--- src/rtl/ldx_pipe_pkg.sv ---
// ldx_pipe_pkg: load funct3 encodings and load-context header shared by the load-return path.
package ldx_pipe_pkg;
    localparam logic [2:0] FNC_LB  = 3'b000;
    localparam logic [2:0] FNC_LH  = 3'b001;
    localparam logic [2:0] FNC_LW  = 3'b010;
    localparam logic [2:0] FNC_LBU = 3'b100;
    localparam logic [2:0] FNC_LHU = 3'b101;

    typedef struct packed {
        logic [2:0] funct3;
        logic [1:0] addr_end;
    } ld_hdr_t;
endpackage

--- src/rtl/ldx_pipe_extract.sv ---
// ld_extract: byte/halfword select from an aligned read word plus sign/zero extension.
module ld_extract
    import ldx_pipe_pkg::*;
(
    input  logic [31:0] data,
    input  logic [2:0]  funct3,
    input  logic [1:0]  addr_end,
    output logic [31:0] result,
    output logic        illegal
);
    logic [31:0] sh;
    logic [7:0]  b;
    logic [15:0] h;

    assign sh = data >> {addr_end, 3'b000};
    assign b  = sh[7:0];
    // Halfword select ignores addr_end[0], mirroring the store aligner.
    assign h  = addr_end[1] ? data[31:16] : data[15:0];

    always_comb begin
        result = funct3 == FNC_LB  ? {{24{b[7]}}, b}  :
                 funct3 == FNC_LBU ? {24'b0, b}       :
                 funct3 == FNC_LH  ? {{16{h[15]}}, h} :
                 funct3 == FNC_LHU ? {16'b0, h}       : data;
        illegal = !(funct3 inside {FNC_LB, FNC_LH, FNC_LW, FNC_LBU, FNC_LHU});
    end
endmodule

--- src/rtl/ldx_pipe.sv ---
// ldx_pipe: queues issued-load context and turns returning read words into extended writeback results.
module ldx_pipe
    import ldx_pipe_pkg::*;
#(
    parameter int DEPTH = 2,
    parameter int RD_W  = 5
) (
    input  logic                     clk,
    input  logic                     rst_n,
    input  logic                     req_valid,
    output logic                     req_ready,
    input  logic [2:0]               req_funct3,
    input  logic [1:0]               req_addr_end,
    input  logic [RD_W-1:0]          req_rd,
    input  logic                     mem_resp_valid,
    output logic                     mem_resp_ready,
    input  logic [31:0]              mem_resp_data,
    output logic                     wb_valid,
    input  logic                     wb_ready,
    output logic [31:0]              wb_data,
    output logic [RD_W-1:0]          wb_rd,
    input  logic                     flush,
    output logic [$clog2(DEPTH):0]   pending,
    output logic                     err
);
    localparam int AW = $clog2(DEPTH);
    localparam int CW = AW + 1;
    localparam int DW = $clog2(2 * DEPTH);

    typedef struct packed {
        ld_hdr_t         hdr;
        logic [RD_W-1:0] rd;
    } ctx_t;

    ctx_t          mem [DEPTH];
    ctx_t          head;
    logic [AW-1:0] wptr, rptr;
    logic [CW-1:0] count;
    logic [DW-1:0] drop_cnt, drop_sat;
    logic [DW:0]   dsum;
    logic          push, acc, drop, pop, stray, illegal;
    logic [31:0]   ext_data;

    assign head           = mem[rptr];
    assign pending        = count;
    assign req_ready      = count < CW'(DEPTH);
    assign mem_resp_ready = !wb_valid || wb_ready;
    assign push           = req_valid && req_ready && !flush;
    assign acc            = mem_resp_valid && mem_resp_ready;
    assign drop           = acc && drop_cnt != '0;
    assign pop            = acc && drop_cnt == '0 && count != '0;
    assign stray          = acc && drop_cnt == '0 && count == '0;
    // On flush every queued load becomes a response to discard, less the one consumed this cycle.
    assign dsum     = {1'b0, drop_cnt} + (DW+1)'(count) - (DW+1)'(acc && (drop_cnt != '0 || count != '0));
    assign drop_sat = dsum > (DW+1)'(2 * DEPTH - 1) ? DW'(2 * DEPTH - 1) : dsum[DW-1:0];

    ld_extract u_extract (
        .data     (mem_resp_data),
        .funct3   (head.hdr.funct3),
        .addr_end (head.hdr.addr_end),
        .result   (ext_data),
        .illegal  (illegal)
    );

    always_ff @(posedge clk) begin
        if (push) mem[wptr] <= '{hdr: '{funct3: req_funct3, addr_end: req_addr_end}, rd: req_rd};
    end

    always_ff @(posedge clk or negedge rst_n) begin
        if (!rst_n) begin
            wptr     <= '0;
            rptr     <= '0;
            count    <= '0;
            drop_cnt <= '0;
            wb_valid <= 1'b0;
            wb_data  <= '0;
            wb_rd    <= '0;
            err      <= 1'b0;
        end else begin
            err <= err | stray | (pop & illegal);
            if (flush) begin
                wptr     <= '0;
                rptr     <= '0;
                count    <= '0;
                wb_valid <= 1'b0;
                drop_cnt <= drop_sat;
            end else begin
                if (push) wptr <= wptr + 1'b1;
                if (pop) rptr <= rptr + 1'b1;
                count    <= count + CW'(push) - CW'(pop);
                drop_cnt <= drop_cnt - DW'(drop);
                if (pop) begin
                    wb_valid <= 1'b1;
                    wb_data  <= ext_data;
                    wb_rd    <= head.rd;
                end else if (wb_ready) begin
                    wb_valid <= 1'b0;
                end
            end
        end
    end
endmodule
--- config.mk ---
export PLATFORM = sky130hd
export DESIGN_NAME = ldx_pipe
export DESIGN_NICKNAME = d
export VERILOG_FILES = /design/src/rtl/ldx_pipe_pkg.sv /design/src/rtl/ldx_pipe_extract.sv /design/src/rtl/ldx_pipe.sv
export SDC_FILE = /design/constraint.sdc
export NUM_CORES = 1
export LEC_CHECK = 0
export CORE_MARGIN = 10
export CORE_UTILIZATION = 50
export CTS_BUF_LIST = sky130_fd_sc_hd__clkbuf_16
export DETAILED_ROUTE_END_ITERATION = 8
export HOLD_SLACK_MARGIN = 0.02
export PLACE_DENSITY_LB_ADDON = 0.15
export SLEW_MARGIN = 20
export SYNTH_ARGS = -nofsm -noshare
export SYNTH_HDL_FRONTEND = slang
export SYNTH_SLANG_ARGS = --single-unit
--- constraint.sdc ---
create_clock -name clk -period 5.5 [get_ports clk]
set_clock_uncertainty 0.2 [all_clocks]
set_input_delay 1.1 -clock clk [delete_from_list [all_inputs] [get_ports clk]]
set_output_delay 1.1 -clock clk [all_outputs]
set_load 0.03 [all_outputs]
==> out/summary.json <==
{
  "synthesis": {
    "warnings_synthesis": 0,
    "post_synth_num_cell_types": 51,
    "yosys.area.top_type": "dfrtp_1",
    "post-synth-top-area-fraction_pct": 33.1,
    "synth_sequential_area_ratio_pct": 50.7,
    "yosysMostFrequentCell": "dfrtp_1",
    "number_of_register_bits_inferred_by_synthesis": 65,
    "netlist_top_cells_area": "dfrtp_1, edfxtp_1, mux2i_1",
    "synth_common_cells": "dfrtp_1, nand2_1, nor2_1, mux2i_1, edfxtp_1",
    "synthArstFlopShare_pct": 69.2,
    "synth_fp_nets": 343,
    "synth_area_um2": 3410,
    "synth_area_per_cell_um2": 11.8,
    "synthCells": 288,
    "yosys_most_used_dff": "dfrtp_1",
    "synth-edff-count": 20
  },
  "clock_network": {
    "cts_buffer_depth": 2,
    "cts_tree": "yes",
    "htreeDepth": 3,
    "post_cts.resized_instances": 0,
    "clk-insertion-delay-late_ps": 320,
    "clk_pin_slew_ps": 50,
    "cts_num_sinks": 65,
    "ctsRootBufferMaster": "clkbuf_16",
    "numCtsBuffers": 9,
    "post-cts-setup-buffers": 0,
    "cts.hold.buffers_added": 0
  },
  "critical_path": {
    "worst-endpoint-required_ps": 5450,
    "r2r_cells": 5,
    "setup.worst_path.end_class": "flop",
    "start_kind": "primary input",
    "timing.critical_path.fanout_max": 17,
    "worstPathArrival_ps": 3980,
    "worst-r2r-setup-slack_ps": 2210,
    "timing.setup.critical_path_class": "in -> reg",
    "worst_setup_path_startpoint": "flush",
    "timing.rr.start": "rptr$_DFFE_PN0P_"
  },
  "drt": {
    "drt-pass1-iter-count": 4,
    "drt-total-wl_mm": 8.62,
    "average_routed_wire_per_standard_cell_um": 18.7,
    "dr.first_iter.drc_count": 103,
    "drc_errors": 0,
    "drtAntennaViolNets": 0,
    "via_per_inst": 5.52,
    "route.vias.total": 2544
  },
  "sta": {
    "setup-tns-final_ps": 0,
    "post-route-period-util_pct": 73.2,
    "report.final.setup_viol": 0,
    "min_period_ps": 4030,
    "setup_ws_ps": 1470,
    "timing.final.hold_violations": 0,
    "worst_pin_slew_ps": 1020,
    "tightest_hold_margin_ps": 269,
    "fin_max_slew_vios": 0,
    "grt_setup_unrepaired": "false",
    "fmaxAchievable_ghz": 0.248,
    "worst_slew_margin_rel_pct": 31.8
  },
  "layout": {
    "layout.area.seq_um2": 1730,
    "num-fill-cells": 533,
    "final_util_pct": 68.7,
    "multi_input_comb_area_um2": 1550,
    "post_route_cells_drive_above_1_share_pct": 10.2,
    "nNetsFinal": 431,
    "antenna_cells_inserted": 0,
    "syn_to_final_growth_pct": 35.5
  },
  "floorplanning": {
    "placement_rows": 30,
    "floorplan.die.width_um": 103,
    "chipHeight_um": 103,
    "floorplan.io_pins": 91,
    "area_of_the_die_um2": 10500,
    "core-area_um2": 6720,
    "effective_utilization_at_floorplan_pct": 50.7
  },
  "pwr": {
    "finalPower_mw": 2.14,
    "power_per_cell_area_nw_per_um2": 464,
    "leakagePower_nw": 1.94,
    "power.ir.vdd_worst_uv": 277
  },
  "placed_design": {
    "hpwl_mm": 6.32,
    "port_buffer_cells": 90,
    "routabilityCongestion": 0.856,
    "dp_slack_ps": 1160
  },
  "job": {
    "drv.max_cap_violation_count": 0
  },
  "status": {
    "run_status": "finished clean"
  },
  "global_route": {
    "antenna_found_initial": 0,
    "grt_pass1_wl_mm": 13.8,
    "maximum_number_of_pins_on_one_net_before_global_route_repair": 46,
    "overflow": 0,
    "grt_use_total_pct": 17.0,
    "first_global_vias": 2594
  },
  "worst_hold_path": {
    "hold_class": "reg -> reg",
    "hold_path.startpoint": "err$_DFF_PN0_",
    "cell_depth_of_the_worst_min_delay_path": 1
  }
}
==> final timing paths <==
check | end
setup / recovery | wb_data[17]$_DFFE_PN0P_
hold / removal | err$_DFF_PN0_
setup reg to reg | wb_data[17]$_DFFE_PN0P_
hold reg to reg | err$_DFF_PN0_
max in group asynchronous | drop_cnt[0]$_DFF_PN0_
min in group asynchronous | wb_rd[2]$_DFFE_PN0P_
==> metrics by stage <==
stage / area (um^2) / std cells
after floorplan: 3410 / 288
after global placement: 4310 / 445
after detailed placement: 4310 / 445
after CTS: 4610 / 461
after global routing: 4610 / 461
final: 4610 / 461
==> layer usage <==
| metal | part of all wire (%) | GRT usage, % |
|---|---|---|
| met5 | 0 | 0 |
| met4 | 0.95 | 5.86 |
| met3 | 8.7 | 5.43 |
| met2 | 47 | 25.8 |
| met1 | 44 | 22.3 |
==> layout make-up <==
cell class	instances	area share, %
well taps	80	2.17
clock inverters	6	1.08
inverters	8	0.651
flip-flops and latches	65	37.4
clock buffers	10	5.42
multi-input cells	201	33.6
repair buffers	91	19.6
==> cell families after synthesis <==
kind of cell / Yosys count / share of synthesized area [%]
DFF: 65 / 50.7
xor gates and xnor gates: 6 / 1.54
and+or+nand+nor: 97 / 13.7
buffers and inverters: 22 / 3.78
AOI/OAI and AO/OA: 57 / 14.5
adders and majority gates: 7 / 2.79
muxes: 34 / 13.0
==> cell usage in the layout (no fill, tap or decap), types with 9 or more instances in the layout <==
cell type / count
dfrtp_1: 45
a211oi_2: 10
mux2i_1: 25
clkdlybuf4s50_1: 89
edfxtp_1: 20
clkbuf_16: 10
o21ai_0: 9
inv_1: 11
o211ai_1: 11
nor2_1: 35
nand2_1: 36
==> sequential cells by signal, indices dropped and copies added (netlist names) <==
name and flops:
wb_valid 1, drop_cnt 2, wb_data 32, pending 2
mem 20, err 1, rptr 1, wb_rd 5
wptr 1
==> power by group <==
part	internal, mW	leakage (nW)	total (mW)	switching (mW)
sequential	0.640	0.775	0.733	0.0927
combinational	0.386	1.00	0.847	0.461
clock	0.370	0.159	0.561	0.191
==> critical path: stages <==
cell             delay (ps)
clkdlybuf4s50_1         620
nor3_4                  270
and4_1                  660
nand2_2                 390
nor2_2                  750
a211oi_1                180
Power figures use the tool's default switching activity.
